===== src/rtl/sfx_pkg.sv =====
`default_nettype none
// +----------------------------------------------------------------------------+
// | sfx_pkg: note codes, dividers, sequence ids and the step record layout.     |
// | Revision: 1.0                                                               |
// +----------------------------------------------------------------------------+
package sfx_pkg;

  localparam int DIV_W = 22;
  localparam int DUR_W = 8;

  typedef enum logic [2:0] {
    NOTE_C4 = 3'd0,
    NOTE_D4 = 3'd1,
    NOTE_E4 = 3'd2,
    NOTE_G4 = 3'd3,
    NOTE_A4 = 3'd4
  } note_e;

  // Encoding doubles as priority: larger value pre-empts smaller.
  typedef enum logic [1:0] {
    SEQ_JUMP = 2'd0,
    SEQ_LAND = 2'd1,
    SEQ_CD   = 2'd2,
    SEQ_OVER = 2'd3
  } seq_e;

  typedef enum logic [1:0] {
    ST_IDLE = 2'd0,
    ST_LOAD = 2'd1,
    ST_PLAY = 2'd2,
    ST_GAP  = 2'd3
  } state_e;

  typedef struct packed {
    note_e              note;
    logic [DUR_W-1:0]   dur;
    logic               last;
  } step_t;

  localparam logic [DIV_W-1:0] DIV_SILENCE = 22'd1;
  localparam logic [DIV_W-1:0] DIV_C4      = 22'd190839;
  localparam logic [DIV_W-1:0] DIV_D4      = 22'd170068;
  localparam logic [DIV_W-1:0] DIV_E4      = 22'd151515;
  localparam logic [DIV_W-1:0] DIV_G4      = 22'd127551;
  localparam logic [DIV_W-1:0] DIV_A4      = 22'd113636;

  function automatic logic [DIV_W-1:0] div_of(input note_e n);
    logic [DIV_W-1:0] d;
    d = DIV_SILENCE;
    case (n)
      NOTE_C4: d = DIV_C4;
      NOTE_D4: d = DIV_D4;
      NOTE_E4: d = DIV_E4;
      NOTE_G4: d = DIV_G4;
      NOTE_A4: d = DIV_A4;
      default: d = DIV_SILENCE;
    endcase
    return d;
  endfunction

endpackage
`default_nettype wire


===== src/rtl/toggle_sync.sv =====
`default_nettype none
// +----------------------------------------------------------------------------+
// | toggle_sync: two-flop synchroniser with change detect (one-clk pulse).      |
// | Revision: 1.0                                                               |
// +----------------------------------------------------------------------------+
module toggle_sync (
  input  logic clk,
  input  logic rst_n,
  input  logic i_tgl,
  output logic o_pulse
);

  logic r_sync1;
  logic r_sync2;
  logic r_prev;

  always_ff @(posedge clk or negedge rst_n) begin
    if (!rst_n) begin
      r_sync1 <= 1'b0;
      r_sync2 <= 1'b0;
      r_prev  <= 1'b0;
    end else begin
      r_sync1 <= i_tgl;
      r_sync2 <= r_sync1;
      r_prev  <= r_sync2;
    end
  end

  assign o_pulse = r_sync2 ^ r_prev;

endmodule
`default_nettype wire


===== src/rtl/sfx_sequencer.sv =====
`default_nettype none
// +----------------------------------------------------------------------------+
// | sfx_sequencer: game-event toggles -> prioritised, timed note sequences.     |
// | Revision: 1.0                                                               |
// +----------------------------------------------------------------------------+
module sfx_sequencer
  import sfx_pkg::*;
#(
  parameter int unsigned TICK_CYCLES = 500_000,
  parameter int unsigned GAP_TICKS   = 4
) (
  input  logic        clk,
  input  logic        rst_n,
  input  logic        jump_tgl,
  input  logic        land_tgl,
  input  logic        cd_tgl,
  input  logic [2:0]  cd_code,
  input  logic        over_tgl,
  input  logic        mute,
  output logic [21:0] note_div,
  output logic        busy
);

  localparam int TICK_W = $clog2(TICK_CYCLES);
  localparam logic [TICK_W-1:0] TICK_LAST    = TICK_W'(TICK_CYCLES - 1);
  localparam logic [TICK_W-1:0] TICK_PRELAST = TICK_W'(TICK_CYCLES - 2);
  localparam logic [DUR_W-1:0]  GAP_DUR      = DUR_W'(GAP_TICKS);

  state_e              r_state;
  state_e              w_next_state;
  seq_e                r_seq;
  seq_e                w_ev_seq;
  logic [1:0]          r_step;
  logic [2:0]          r_cd_code;
  logic [TICK_W-1:0]   r_tick;
  logic [DUR_W-1:0]    r_dur;
  logic [DIV_W-1:0]    r_note_div;
  step_t               w_step;
  logic [3:0]          w_tgl;
  logic [3:0]          w_ev;
  logic                w_ev_any;
  logic                w_accept;
  logic                w_tick;
  logic                w_play_end;
  logic                w_gap_end;

  // Bit index of each toggle equals its sequence priority.
  assign w_tgl = {over_tgl, cd_tgl, land_tgl, jump_tgl};

  for (genvar gi = 0; gi < 4; gi++) begin : g_sync
    toggle_sync u_sync (
      .clk     (clk),
      .rst_n   (rst_n),
      .i_tgl   (w_tgl[gi]),
      .o_pulse (w_ev[gi])
    );
  end

  always_comb begin
    w_ev_seq = SEQ_JUMP;
    if (w_ev[3])      w_ev_seq = SEQ_OVER;
    else if (w_ev[2]) w_ev_seq = SEQ_CD;
    else if (w_ev[1]) w_ev_seq = SEQ_LAND;
  end

  assign w_ev_any = |w_ev;
  assign w_accept = w_ev_any && !mute && ((r_state == ST_IDLE) || (w_ev_seq >= r_seq));
  assign w_tick   = (r_tick == TICK_LAST);

  always_comb begin
    w_step = '{note: NOTE_C4, dur: 8'd20, last: 1'b1};
    case ({r_seq, r_step})
      {SEQ_OVER, 2'd0}: w_step = '{note: NOTE_E4, dur: 8'd40, last: 1'b0};
      {SEQ_OVER, 2'd1}: w_step = '{note: NOTE_D4, dur: 8'd40, last: 1'b0};
      {SEQ_OVER, 2'd2}: w_step = '{note: NOTE_C4, dur: 8'd80, last: 1'b1};
      {SEQ_CD,   2'd0}: begin
        case (r_cd_code)
          3'd2:    w_step = '{note: NOTE_D4, dur: 8'd32, last: 1'b1};
          3'd1:    w_step = '{note: NOTE_E4, dur: 8'd32, last: 1'b1};
          3'd0:    w_step = '{note: NOTE_G4, dur: 8'd64, last: 1'b1};
          default: w_step = '{note: NOTE_C4, dur: 8'd32, last: 1'b1};
        endcase
      end
      {SEQ_LAND, 2'd0}: w_step = '{note: NOTE_A4, dur: 8'd20, last: 1'b1};
      default:          w_step = '{note: NOTE_C4, dur: 8'd20, last: 1'b1};
    endcase
  end

  assign w_play_end = (r_state == ST_PLAY) && w_tick && (r_dur == 8'd1);
  // Leave GAP one clk early: the LOAD cycle completes the final gap tick.
  assign w_gap_end  = (r_state == ST_GAP) && (r_dur == 8'd1) && (r_tick == TICK_PRELAST);

  always_ff @(posedge clk or negedge rst_n) begin
    if (!rst_n) r_state <= ST_IDLE;
    else        r_state <= w_next_state;
  end

  always_comb begin
    w_next_state = r_state;
    if (mute) begin
      w_next_state = ST_IDLE;
    end else if (w_accept) begin
      w_next_state = ST_LOAD;
    end else begin
      case (r_state)
        ST_IDLE: w_next_state = ST_IDLE;
        ST_LOAD: w_next_state = ST_PLAY;
        ST_PLAY: if (w_play_end) w_next_state = w_step.last ? ST_IDLE : ST_GAP;
        ST_GAP:  if (w_gap_end)  w_next_state = ST_LOAD;
        default: w_next_state = ST_IDLE;
      endcase
    end
  end

  always_comb begin
    busy     = (r_state != ST_IDLE);
    note_div = r_note_div;
  end

  always_ff @(posedge clk or negedge rst_n) begin
    if (!rst_n) begin
      r_seq      <= SEQ_JUMP;
      r_step     <= 2'd0;
      r_cd_code  <= 3'd0;
      r_tick     <= '0;
      r_dur      <= '0;
      r_note_div <= DIV_SILENCE;
    end else begin
      if (w_ev[2]) r_cd_code <= cd_code;

      if (w_accept) begin
        r_seq  <= w_ev_seq;
        r_step <= 2'd0;
      end else if (w_gap_end) begin
        r_step <= r_step + 2'd1;
      end

      if ((r_state == ST_LOAD) || w_tick) r_tick <= '0;
      else                                r_tick <= r_tick + 1'b1;

      if (r_state == ST_LOAD)            r_dur <= w_step.dur;
      else if (w_play_end)               r_dur <= GAP_DUR;
      else if (w_tick && (r_dur != '0))  r_dur <= r_dur - 1'b1;

      if (mute)                    r_note_div <= DIV_SILENCE;
      else if (r_state == ST_LOAD) r_note_div <= div_of(w_step.note);
      else if (w_play_end)         r_note_div <= DIV_SILENCE;
    end
  end

endmodule
`default_nettype wire


===== config.mk =====
export PLATFORM = sky130hd
export DESIGN_NAME = sfx_sequencer
export DESIGN_NICKNAME = d
export VERILOG_FILES = /design/src/rtl/sfx_pkg.sv /design/src/rtl/toggle_sync.sv /design/src/rtl/sfx_sequencer.sv
export SDC_FILE = /design/constraint.sdc
export NUM_CORES = 1
export LEC_CHECK = 0
export ABC_AREA = 1
export BUFFER_PORTS_ARGS = -buffer_cell sky130_fd_sc_hd__buf_2
export CAP_MARGIN = 20
export CORE_UTILIZATION = 41
export DETAILED_ROUTE_END_ITERATION = 10
export PLACE_DENSITY = 0.58
export SLEW_MARGIN = 20
export SYNTH_ARGS = -nofsm -noshare
export SYNTH_HDL_FRONTEND = slang
export SYNTH_HIERARCHICAL = 1
export SYNTH_SLANG_ARGS = --single-unit

===== constraint.sdc =====
create_clock -name clk -period 2.3 [get_ports clk]
set_clock_uncertainty 0.1 [all_clocks]
set_input_delay 0 -clock clk [delete_from_list [all_inputs] [get_ports clk]]
set_output_delay 0 -clock clk [all_outputs]
set_load 0.01 [all_outputs]

==> reports/summary.md <==
The number of warning messages in the yosys log is 6, and the number of global-route vias before repair is 2,721. The flow ran to the end, and the final reports show no timing, DRC or antenna violations. Derived from the worst setup path, the maximum achievable clock frequency is 0.484 GHz. The die covers 0.00883 mm2. The repair_antennas step left the layout with diodes totalling 0. The first global-routing pass estimated 12,100 um of wire. The logs give 0.00155 mm2 for the sequential standard cell area and 9 for the number of buffers added by the clock tree synthesis step. The share of the synthesized area in the top cell type was 0.440.

The via-per-instance ratio was 4.70; the clock period minus final worst setup slack was 2060 ps. The tree is rooted in a sky130_fd_sc_hd__clkbuf_8. Among all flip-flop cells after synthesis, the most frequent one is sky130_fd_sc_hd__dfrtp_1.

The tightest min-delay check is of the in -> async type. The run gives 1990 uW as the internal power summed over all cells. Share of post-route cells with drive strength above 1: 0.177. The kind of start point of the critical path was a flop. The port buffer count was 28. Traced cell by cell, the critical path runs through inv_1 > nand2_1 > nand2_2 > inv_1 > a21oi_1 > ha_1 > o21ai_0 > nand3b_1 > nand2_4 > nand2_1 > nor2_2 > o21ai_1. The die boundary height is 94.0 um, and the leakage power total is 0.00195 uW. The clock net in this run drives a total of 62 sinks. TritonCTS built the clock tree.

Entering global routing, the biggest net connects 41 pins. The floorplan has 33 rows. The critical path capture point type is a flop.

Fraction of power consumed by combinational cells: 0.277. The part of the power in registers was 0.433. The maximum net fanout on the critical path works out to 10. The share of total power consumed by net switching was 0.376.

The logs give 0 for the remaining number of nets flagged by the antenna check after routing and 0.817 for the last weighted congestion value of the routability-driven placer. The slew at the pin closest to its max-slew limit was 549 ps. Each instance of the synthesized netlist takes up on average 8.01 um2.

The all-layer global routing usage was 0.179. For this block, the routed nets add up to 6770 um of wire. Before antenna repair, the detailed router went through 4 iterations. In this run, synthesis inferred 0 flip-flops with an integrated enable. The share of synthesized registers carrying an async set or reset works out to 1.00.

The library cell contributing the largest single delay on the critical path was sky130_fd_sc_hd__dfrtp_1. The final core area utilization came out at 0.483. The run gives 0.289 as the part of the power in the clock network.

Summed over all instances, the cell type with the most area after synthesis is sky130_fd_sc_hd__dfrtp_1. After synthesis the cells add up to 0.00347 mm2. The DRC violation count after routing came out at 0. The worst setup path is of the reg -> reg kind. Setup violations remaining at the end of the flow were counted as 0. Across the run, the number of max-cap violations was 0.

CTS built an H-tree with a depth of 3. The initial standard-cell utilization of the core was 0.422; the horizontal die dimension was 94.0 um. The final worst-path setup slack is 236 ps, and the required arrival time at the worst endpoint is 2440 ps.

The clock passes through at most 2 buffers. The kind of cell with the highest combined delay along the critical path is simple AND/OR/NAND/NOR gates. VDD sags by at most 0.476 mV. Prior to clock tree synthesis, the placed netlist has a worst setup slack of 131 ps. The top-level I/O count is 33, and the delay contributed by the slowest stage of the critical path is 400 ps.

The final critical-path share of the clock period is 0.898. The floorplan step defined a core boundary enclosing 0.00822 mm2. The initial antenna violation count is 0. The area growth from synthesis to final layout is 14.3%, and the filler cell count in the final layout is 825. In the final design database the tool counted 493 nets. Number of buffer and inverter stages on the critical path: 2. Summed over all failing endpoints, the final setup total negative slack is 0 ps. Switching component of the power: 1200 uW.

Yosys attributes the largest share of cell area to sky130_fd_sc_hd__dfrtp_1, sky130_fd_sc_hd__nand2_1, sky130_fd_sc_hd__inv_1, sky130_fd_sc_hd__nor2_1, sky130_fd_sc_hd__nand3_1. After detailed routing, the average wire length per cell comes to 11.6 um. Buffers added to address setup during post-CTS repair amount to 0. The run gives 0 as the number of hold-slack violations in the final timing report. The tools report the total design power as 3180 uW. The worst hold slack is 60.2 ps, and the area used by multi-input combinational logic is 0.00157 mm2.

The logs give 0 for the count of final max-slew check failures and 5000 um for the post-DP HPWL. After the first detailed-routing iteration, the DRC count stood at 92. Setup repair after global routing left no endpoint under its margin. The total vias in the final route is 2,743, and the clock network latency to the later pin of the worst-skew pair is 350 ps. The critical path data arrival time is 2210 ps, and the clock edge transition at the registers on the reported setup and hold paths is 80 ps. The overflow left after global routing was 0. Synthesis inferred 62 register bits. The sequential-to-total area share from yosys stat was 0.448. The tools report the worst slew margin relative to its limit as 0.634. Dividing total power by cell area gives a power density of 803 mW/mm2. Synthesis handed over a netlist of 433 instances.

The distinct cell type count after synthesis came out at 41.
==> placed cells by master (no fill, tap or decap), types with 2 or more instances in the layout <==
cell type                       netlist  layout
sky130_fd_sc_hd__nand2_1            107     105
sky130_fd_sc_hd__inv_1               63      63
sky130_fd_sc_hd__dfrtp_1             61      61
sky130_fd_sc_hd__nor2_1              53      52
sky130_fd_sc_hd__nand3_1             28      28
sky130_fd_sc_hd__buf_2                1      28
sky130_fd_sc_hd__o21ai_0             14      14
sky130_fd_sc_hd__nor3_1              10      10
sky130_fd_sc_hd__xor2_1               9       9
sky130_fd_sc_hd__ha_1                 9       9
sky130_fd_sc_hd__clkbuf_8             0       9
sky130_fd_sc_hd__dlygate4sd3_1        0       9
sky130_fd_sc_hd__inv_2                7       7
sky130_fd_sc_hd__a21oi_1              6       6
sky130_fd_sc_hd__nor2_4               5       5
sky130_fd_sc_hd__nor2_2               4       5
sky130_fd_sc_hd__nand2_2              3       4
sky130_fd_sc_hd__nand4_1              4       4
sky130_fd_sc_hd__nor3b_1              4       4
sky130_fd_sc_hd__o22ai_1              4       4
sky130_fd_sc_hd__o22ai_2              4       4
sky130_fd_sc_hd__conb_1               1       4
sky130_fd_sc_hd__nand2_4              2       3
sky130_fd_sc_hd__nand3_4              3       3
sky130_fd_sc_hd__o21ai_1              3       3
sky130_fd_sc_hd__nand3b_1             2       2
sky130_fd_sc_hd__xnor2_1              2       2
sky130_fd_sc_hd__o21ai_2              2       2
sky130_fd_sc_hd__clkinvlp_4           0       2
sky130_fd_sc_hd__inv_6                0       2
sky130_fd_sc_hd__inv_8                0       2
==> registers in the layout, indices dropped and copies added (netlist names) <==
signal                 cells
r_cd_code                  3
note_div                  14
g_sync.u_sync/r_sync1      4
r_state                    2
g_sync.u_sync/r_sync2      4
r_dur                      8
r_step                     2
g_sync.u_sync/r_prev       4
r_seq                      2
r_tick                    19
==> path summary, 6_finish.rpt <==
| path | startpoint | endpoint | slack (ps) | cells after the start |
|---|---|---|---|---|
| min in group clk | cd_tgl | g_sync[2].u_sync/r_sync1$_DFF_PN0_ | 180 | 2 |
| setup reg to reg | g_sync[2].u_sync/r_sync2$_DFF_PN0_ | r_state[0]$_DFFE_PN0P_ | 240 | 12 |
| hold reg to reg | g_sync[3].u_sync/r_sync1$_DFF_PN0_ | g_sync[3].u_sync/r_sync2$_DFF_PN0_ | 250 | 0 |
| hold / removal | rst_n | note_div[11]$_DFFE_PN0P_ | 60 | 2 |
| setup / recovery | g_sync[2].u_sync/r_sync2$_DFF_PN0_ | r_state[0]$_DFFE_PN0P_ | 240 | 12 |
| max in group asynchronous | rst_n | r_tick[12]$_DFF_PN0_ | 1440 | 3 |
==> repair_timing <==
action,4_1_cts,5_1_grt
gates resized for setup,0,4
hold buffers,9,0
endpoints found under the setup margin,0,4
endpoints found under the hold margin,78,0
==> through the flow <==
stage / area [um2] / std cells
after detailed placement: 3670 / 559
after global placement: 3670 / 559
after floorplan: 3480 / 436
after global routing: 3970 / 584
after CTS: 3950 / 584
final: 3970 / 584
==> cells by family after synthesis <==
logic type	Yosys count	synth area share
simple gates	231	0.316
buf+inv	82	0.105
flops	62	0.448
compound gates	37	0.0693
xor+xnor	11	0.0278
fa+ha+maj	9	0.0325
other cells	1	0.00108
==> power by group through the flow <==
stage / sequential (uW) / combinational (uW) / clock, uW
after floorplan: 1390 / 686 / 0
after global placement: 1400 / 861 / 0
after detailed placement: 1400 / 874 / 0
after CTS: 1380 / 887 / 957
after global routing: 1410 / 1030 / 1000
final: 1380 / 883 / 921
==> final cells by class <==
| type | instances | area share |
|---|---|---|
| multi-input cells | 292 | 0.397 |
| flip-flops and latches | 62 | 0.392 |
| inverters | 71 | 0.0678 |
| repair buffers | 38 | 0.0631 |
| well taps | 105 | 0.0331 |
| clock buffers | 9 | 0.0312 |
| clock inverters | 7 | 0.0161 |
==> metal layers <==
metal,part of all wire,routed length (um),track usage,up-vias
li1,-,-,-,1422
met2,0.46,3150,0.293,33
met4,0.013,90,0.0808,0
met5,0,0,0,-
met3,0.025,171,0.0461,9
met1,0.50,3370,0.220,1279
==> worst register-to-register path, stage by stage (launching register included) <==
cell                       delay (ps)
sky130_fd_sc_hd__dfrtp_1          400
sky130_fd_sc_hd__inv_1             60
sky130_fd_sc_hd__nand2_1           50
sky130_fd_sc_hd__nand2_2          120
sky130_fd_sc_hd__inv_1             70
sky130_fd_sc_hd__a21oi_1          170
sky130_fd_sc_hd__ha_1             250
sky130_fd_sc_hd__o21ai_0          200
sky130_fd_sc_hd__nand3b_1         150
sky130_fd_sc_hd__nand2_4          130
sky130_fd_sc_hd__nand2_1           70
sky130_fd_sc_hd__nor2_2           130
sky130_fd_sc_hd__o21ai_1           60
==> Yosys cell counts (all sizes together) (4+ instances only) <==
cell type,instances
nand2,112
nor3b,5
ha,9
o21ai,19
nor3,12
buf,11
nor2,62
o22ai,8
dfrtp,61
a21oi,6
inv,71
xor2,9
nand3,32
nand4,4
Power figures use the tool's default switching activity.
